--- config.mk ---
export PLATFORM = sky130hd
export DESIGN_NAME = mem_arbiter_flat
export DESIGN_NICKNAME = d
export VERILOG_FILES = /design/src/rtl/mem_arbiter_pkg.sv /design/src/rtl/mem_if.sv /design/src/rtl/mem_arb_resp_reg.sv /design/src/rtl/mem_arbiter.sv /design/src/flat_wrapper.sv
export SDC_FILE = /design/constraint.sdc
export NUM_CORES = 1
export LEC_CHECK = 0
export CAP_MARGIN = 20
export CORE_AREA = 2 2 121 123
export CTS_CLUSTER_DIAMETER = 120
export DETAILED_ROUTE_END_ITERATION = 8
export DIE_AREA = 0 0 123 125
export PLACE_DENSITY = 0.72
export SYNTH_ARGS = -nofsm -noshare
export SYNTH_HDL_FRONTEND = slang
export SYNTH_SLANG_ARGS = --single-unit
--- constraint.sdc ---
create_clock -name clk_i -period 4.39 [get_ports clk_i]
set_input_delay 0.878 -clock clk_i [delete_from_list [all_inputs] [get_ports clk_i]]
set_output_delay 0.878 -clock clk_i [all_outputs]
set_load 0.005 [all_outputs]
--- src/rtl/mem_arbiter_pkg.sv ---
// mem_arbiter_pkg: shared types and alignment helper for the memory arbiter
package mem_arbiter_pkg;
  typedef enum logic [1:0] {
    MEM_BYTE = 2'd0,
    MEM_HALF = 2'd1,
    MEM_WORD = 2'd2
  } mem_access_size_t;

  typedef enum logic {
    ARB_PORT_IF = 1'b0,
    ARB_PORT_D  = 1'b1
  } arb_port_t;

  function automatic logic mem_misaligned(input logic [31:0] addr, input mem_access_size_t size);
    return (size == MEM_HALF && addr[0]) || (size == MEM_WORD && addr[1:0] != 2'b00);
  endfunction
endpackage

--- src/rtl/mem_if.sv ---
// mem_if: shared single-port memory bus, combinational read and one-cycle write
interface mem_if;
  import mem_arbiter_pkg::*;
  logic [31:0]      rd_addr;
  mem_access_size_t rd_size;
  logic [31:0]      rd_data;
  logic             wr_enable;
  logic [31:0]      wr_addr;
  mem_access_size_t wr_size;
  logic [31:0]      wr_data;
  modport slave (output rd_addr, rd_size, wr_enable, wr_addr, wr_size, wr_data, input rd_data);
  modport master (input rd_addr, rd_size, wr_enable, wr_addr, wr_size, wr_data, output rd_data);
endinterface

--- src/rtl/mem_arb_resp_reg.sv ---
// mem_arb_resp_reg: per-port response holding register with valid/ready handshake
module mem_arb_resp_reg (
  input  logic        clk_i,
  input  logic        reset_n_i,
  input  logic        i_load,
  input  logic [31:0] i_data,
  input  logic        i_err,
  input  logic        i_ready,
  output logic        o_valid,
  output logic [31:0] o_data,
  output logic        o_err
);
  logic        r_valid;
  logic [31:0] r_data;
  logic        r_err;
  // a new grant reloads the response; otherwise a handshake drops valid and data stays put
  always_ff @(posedge clk_i)
    if (!reset_n_i) begin
      r_valid <= 1'b0;
      r_data  <= '0;
      r_err   <= 1'b0;
    end else if (i_load) begin
      r_valid <= 1'b1;
      r_data  <= i_data;
      r_err   <= i_err;
    end else if (i_ready) r_valid <= 1'b0;
  assign o_valid = r_valid;
  assign o_data  = r_data;
  assign o_err   = r_err;
endmodule

--- src/rtl/mem_arbiter.sv ---
// mem_arbiter: data-priority arbiter with ifetch starvation guard onto one memory port
module mem_arbiter
  import mem_arbiter_pkg::*;
#(
  parameter int STARVE_LIMIT = 4
) (
  input  logic             clk_i,
  input  logic             reset_n_i,
  input  logic             if_req_valid_i,
  output logic             if_req_ready_o,
  input  logic [31:0]      if_req_addr_i,
  output logic             if_resp_valid_o,
  input  logic             if_resp_ready_i,
  output logic [31:0]      if_resp_data_o,
  output logic             if_resp_err_o,
  input  logic             d_req_valid_i,
  output logic             d_req_ready_o,
  input  logic [31:0]      d_req_addr_i,
  input  mem_access_size_t d_req_size_i,
  input  logic             d_req_write_i,
  input  logic [31:0]      d_req_wdata_i,
  output logic             d_resp_valid_o,
  input  logic             d_resp_ready_i,
  output logic [31:0]      d_resp_data_o,
  output logic             d_resp_err_o,
  mem_if.slave             memif
);
  localparam int CW = $clog2(STARVE_LIMIT + 1);

  logic [CW-1:0] r_starve_cnt;
  logic          w_if_elig, w_d_elig, w_starved, w_if_gnt, w_d_gnt;
  logic          w_if_mis, w_d_mis;
  logic [31:0]   w_if_rdata, w_d_rdata;
  arb_port_t     w_sel;

  assign w_if_elig = if_req_valid_i && (!if_resp_valid_o || if_resp_ready_i);
  assign w_d_elig  = d_req_valid_i && (!d_resp_valid_o || d_resp_ready_i);
  assign w_starved = r_starve_cnt == CW'(STARVE_LIMIT);
  assign w_if_gnt  = reset_n_i && w_if_elig && (!w_d_elig || w_starved);
  assign w_d_gnt   = reset_n_i && w_d_elig && !w_if_gnt;
  assign w_sel     = w_if_gnt ? ARB_PORT_IF : ARB_PORT_D;

  assign if_req_ready_o = w_if_gnt;
  assign d_req_ready_o  = w_d_gnt;

  assign w_if_mis = mem_misaligned(if_req_addr_i, MEM_WORD);
  assign w_d_mis  = mem_misaligned(d_req_addr_i, d_req_size_i);

  assign memif.rd_addr   = !(w_if_gnt || w_d_gnt) ? '0 : (w_sel == ARB_PORT_IF) ? if_req_addr_i : d_req_addr_i;
  assign memif.rd_size   = w_d_gnt ? d_req_size_i : MEM_WORD;
  assign memif.wr_enable = w_d_gnt && d_req_write_i && !w_d_mis;
  assign memif.wr_addr   = d_req_addr_i;
  assign memif.wr_size   = d_req_size_i;
  assign memif.wr_data   = d_req_wdata_i;

  assign w_if_rdata = w_if_mis ? '0 : memif.rd_data;
  assign w_d_rdata  = (d_req_write_i || w_d_mis) ? '0 : memif.rd_data;

  // count data grants that bypass a waiting ifetch; any ifetch grant restarts the count
  always_ff @(posedge clk_i)
    if (!reset_n_i) r_starve_cnt <= '0;
    else if (w_if_gnt) r_starve_cnt <= '0;
    else if (w_d_gnt && w_if_elig) r_starve_cnt <= r_starve_cnt + CW'(1);

  mem_arb_resp_reg u_if_resp (
    .clk_i     (clk_i),
    .reset_n_i (reset_n_i),
    .i_load    (w_if_gnt),
    .i_data    (w_if_rdata),
    .i_err     (w_if_mis),
    .i_ready   (if_resp_ready_i),
    .o_valid   (if_resp_valid_o),
    .o_data    (if_resp_data_o),
    .o_err     (if_resp_err_o)
  );

  mem_arb_resp_reg u_d_resp (
    .clk_i     (clk_i),
    .reset_n_i (reset_n_i),
    .i_load    (w_d_gnt),
    .i_data    (w_d_rdata),
    .i_err     (w_d_mis),
    .i_ready   (d_resp_ready_i),
    .o_valid   (d_resp_valid_o),
    .o_data    (d_resp_data_o),
    .o_err     (d_resp_err_o)
  );
endmodule

--- src/flat_wrapper.sv ---
// flat-port wrapper written by rule: the top's interface ports become plain ports
module mem_arbiter_flat import mem_arbiter_pkg::*;
#(
  parameter int STARVE_LIMIT = 4
)
  (clk_i, reset_n_i, if_req_valid_i, if_req_ready_o, if_req_addr_i, if_resp_valid_o, if_resp_ready_i, if_resp_data_o, if_resp_err_o, d_req_valid_i, d_req_ready_o, d_req_addr_i, d_req_size_i, d_req_write_i, d_req_wdata_i, d_resp_valid_o, d_resp_ready_i, d_resp_data_o, d_resp_err_o, memif_rd_addr, memif_rd_size, memif_wr_enable, memif_wr_addr, memif_wr_size, memif_wr_data, memif_rd_data);
  mem_if memif_i ();
  input  logic clk_i;
  input  logic reset_n_i;
  input  logic if_req_valid_i;
  output logic if_req_ready_o;
  input  logic [31:0] if_req_addr_i;
  output logic if_resp_valid_o;
  input  logic if_resp_ready_i;
  output logic [31:0] if_resp_data_o;
  output logic if_resp_err_o;
  input  logic d_req_valid_i;
  output logic d_req_ready_o;
  input  logic [31:0] d_req_addr_i;
  input  mem_access_size_t d_req_size_i;
  input  logic d_req_write_i;
  input  logic [31:0] d_req_wdata_i;
  output logic d_resp_valid_o;
  input  logic d_resp_ready_i;
  output logic [31:0] d_resp_data_o;
  output logic d_resp_err_o;
  output wire logic [$bits(memif_i.rd_addr)-1:0] memif_rd_addr;
  output wire logic [$bits(memif_i.rd_size)-1:0] memif_rd_size;
  output wire logic [$bits(memif_i.wr_enable)-1:0] memif_wr_enable;
  output wire logic [$bits(memif_i.wr_addr)-1:0] memif_wr_addr;
  output wire logic [$bits(memif_i.wr_size)-1:0] memif_wr_size;
  output wire logic [$bits(memif_i.wr_data)-1:0] memif_wr_data;
  input wire logic [$bits(memif_i.rd_data)-1:0] memif_rd_data;
  assign memif_rd_addr = memif_i.rd_addr;
  assign memif_rd_size = memif_i.rd_size;
  assign memif_wr_enable = memif_i.wr_enable;
  assign memif_wr_addr = memif_i.wr_addr;
  assign memif_wr_size = memif_i.wr_size;
  assign memif_wr_data = memif_i.wr_data;
  assign memif_i.rd_data = memif_rd_data;
  mem_arbiter #(.STARVE_LIMIT(STARVE_LIMIT)) u_core (.clk_i(clk_i), .reset_n_i(reset_n_i), .if_req_valid_i(if_req_valid_i), .if_req_ready_o(if_req_ready_o), .if_req_addr_i(if_req_addr_i), .if_resp_valid_o(if_resp_valid_o), .if_resp_ready_i(if_resp_ready_i), .if_resp_data_o(if_resp_data_o), .if_resp_err_o(if_resp_err_o), .d_req_valid_i(d_req_valid_i), .d_req_ready_o(d_req_ready_o), .d_req_addr_i(d_req_addr_i), .d_req_size_i(d_req_size_i), .d_req_write_i(d_req_write_i), .d_req_wdata_i(d_req_wdata_i), .d_resp_valid_o(d_resp_valid_o), .d_resp_ready_i(d_resp_ready_i), .d_resp_data_o(d_resp_data_o), .d_resp_err_o(d_resp_err_o), .memif(memif_i));
endmodule
==> summary.md <==
• top-area cell type share of the netlist area: 41.0%
• setup fix buffers added after clock tree synthesis: 0
• DR vias: 3544
• effective utilization at floorplan: 24.4%
• fin crit share: 89.0%
• RSZ-0062 raised after global routing: no
• average cell area after synthesis: 9.36 um2
• DRT antenna net count: 0
• HPWL reported at the end of detailed placement: 9670 um
• synthesis-to-layout area growth: 70.0%
• TritonCTS Buffers: 9
• wire length per cell: 18.1 um
• horizontal die dimension: 123 um
• start-to-end type of the worst setup path: input pin to output pin
• Max Buffers Root-to-Sink: 2
• number of core rows: 44
• Hold Path Origin: u_core.u_d_resp.o_data[11]
• die outline area: 15400 um2
• largest area contributor in the netlist: dfxtp_1
• final clock skew: 0.00741 ns
• Total Wirelength: 13100 um
• startpoint of the worst register-to-register path: u_core.r_starve_cnt[0]
• total power per unit cell area: 325 nW/um2
• total of flip-flops plus latches after synthesis: 71
• routability congestion estimate from global placement: 0.906
• number of instances resized during post-cts repair: 0
• total leakage power: 2.14 nW
• Worst VDD drop: 190 uV
• Peak Freq: 256 MHz
• clk_lat worst skew: 0.33 ns
• share of layout cells above drive strength 1: 6.47%
• CP startpoint kind: input pin
• router iterations before antenna repair: 4
• number of buffer cells added on primary ports: 243
• max cap viols: 0
• H-Tree Level Count: 3
• DRC violation count after routing: 0
• wire length of the first global-routing pass: 19300 um
• data required time at the worst endpoint: 3.51 ns
• y dimension of the die: 125 um
• via count of the first global-routing pass: 3651
• iteration-0 DRC count of the detailed router: 153
• NumNets Final: 675
• core box area: 14200 um2
• proportion of synthesized flip-flops having asynchronous set or reset: 0%
• transition time at the pin with the least slew margin: 1.03 ns
• combined area of all synthesized cells: 3460 um2
• Setup violations, final: 0
• final critical delay including setup and external delays: 3.91 ns
• endpoint arrival time on the critical path: 3.03 ns
• Congestion Overflow GR: 0
• kind of path behind the tightest hold check: flop to flop
• outcome: finished clean
• Filler Cell Count: 1358
• Critical Path End Type: output pin
• count of yosys warnings during synthesis: 0
• antenna cell count: 0
• core occupancy in the finished layout: 41.5%
• post-route setup TNS: 0 ns
• number of failing hold endpoints at the final stage: 0
• clock tree from TritonCTS: done
• fraction of the yosys area taken by sequential cells: 41.0%
• leading register cell type out of synthesis: dfxtp_1
• sink count of the clock tree: 71
• maximum number of pins on one net before global-route repair: 35
• clock root cell: clkbuf_16
• detail-routed via count per cell: 4.89
• top-level I/O count: 308
• number of enable-type register cells in the synthesized netlist: 0
• initial antenna violation count: 0
• Net Count, Synth: 509
• number of different library cells in the post-synthesis netlist: 37
• CP startpoint: if_resp_ready_i
• global routing usage summed across all routing layers: 16.2%
• leading post-synthesis cells by cell area: dfxtp_1 (41%), a22o_1 (16%), buf_4 (15%)
• clock transition time at the flip-flop clock pins of the worst setup and hold paths: 0.06 ns
• gate count of the mapped netlist: 370
• critical path peak fanout: 30
• total of hold buffers inserted after clock tree synthesis: 0
• max_slew headroom: 30.9%
• number of slew-limit violations in the final report: 0
==> area by class of cell <==
cell class | instances | area [um2] | area share, %
timing repair buffer | 250 | 2490 | 42.3
sequential | 71 | 1420 | 24.1
inverter | 3 | 11.3 | 0.191
clock inverter | 5 | 129 | 2.19
multi-input combinational | 201 | 1370 | 23.3
clock buffer | 11 | 233 | 3.95
tap | 184 | 230 | 3.91
==> worst max-delay path, cell delays in order <==
cell             delay, ns
clkdlybuf4s50_1       0.46
nand2b_4              0.14
and3_1                0.31
buf_4                 0.36
nand3_1               0.13
a21oi_1               0.20
clkdlybuf4s50_1       0.54
==> final timing paths <==
check / to / slack [ns] / cells after the start
setup / recovery: memif_rd_addr[29] / 0.48 / 7
hold reg to reg: u_core.u_d_resp.o_data[11] / 0.47 / 1
setup reg to reg: u_core.u_if_resp.o_data[19] / 2.04 / 7
hold / removal: u_core.u_d_resp.o_data[11] / 0.47 / 1
==> registers in the layout, summed over array words and instances, names as in the netlist <==
| register | cells |
|---|---|
| u_core.r_starve_cnt | 3 |
| u_core.u_d_resp.o_data | 32 |
| u_core.u_d_resp.o_err | 1 |
| u_core.u_d_resp.o_valid | 1 |
| u_core.u_if_resp.o_data | 32 |
| u_core.u_if_resp.o_err | 1 |
| u_core.u_if_resp.o_valid | 1 |
==> cells in the final DEF (no fill, tap or decap), drive strengths merged, types with 2 or more instances in the layout <==
cell type and n:
o21ai 34, o22ai 2, clkdlybuf4s50 243, buf 7, a21oi 35, a22o 67, nand2b 3, and2 4
dfxtp 71, bufinv 4, nand2 3, nor2 3, clkbuf 11, nand3 34, inv 4, ha 2
and3 3
==> synthesized netlist by cell type (2+ instances only) <==
| library cell | count |
|---|---|
| buf_2 | 7 |
| a22o_2 | 2 |
| inv_1 | 3 |
| buf_4 | 67 |
| nand2b_1 | 2 |
| o21ai_0 | 34 |
| ha_1 | 2 |
| and3_1 | 2 |
| buf_1 | 2 |
| a21oi_1 | 34 |
| nor2_1 | 3 |
| clkbuf_1 | 12 |
| nand3_1 | 33 |
| buf_6 | 7 |
| nand2_1 | 2 |
| and2_1 | 3 |
| a22o_1 | 65 |
| dfxtp_1 | 71 |
==> layer usage <==
layer | vias up | track usage (%) | routed length [um]
met1 | 1721 | 16.7 | 4960
met2 | 180 | 29.3 | 6490
li1 | 1614 | - | -
met5 | - | 0 | 0
met4 | 0 | 6.22 | 297
met3 | 29 | 6.07 | 1350
==> power breakdown <==
part	internal, mW	total (mW)	switching (mW)
clock	0.615	0.890	0.275
combinational	0.214	0.352	0.137
sequential	0.662	0.673	0.0110
total	1.49	1.92	0.423
==> logic make-up (layout without fill, tap and decap cells) <==
group / count (synthesis) / after routing / share of synthesized area [%]
mux: 1 / 1 / 0.289
flops: 71 / 71 / 41.0
xor+xnor: 1 / 1 / 0.253
compound gates: 141 / 141 / 28.5
fa+ha+maj: 2 / 2 / 0.722
buf+inv: 98 / 269 / 19.7
simple gates: 56 / 56 / 9.50
==> through the flow <==
step	setup WS [ns]	hold WS (ns)	area [um2]	power (mW)	std cells
2_1_floorplan	1.69	0.451	3460	0.837	370
3_3_place_gp	0.323	0.455	5510	1.03	708
3_5_place_dp	0.156	0.454	5510	1.04	708
4_1_cts	0.161	0.476	5870	1.93	724
5_1_grt	0.366	0.488	5890	1.99	725
6_report	0.483	0.473	5890	1.92	725
Note: power is estimated with default switching activity, not from simulation.
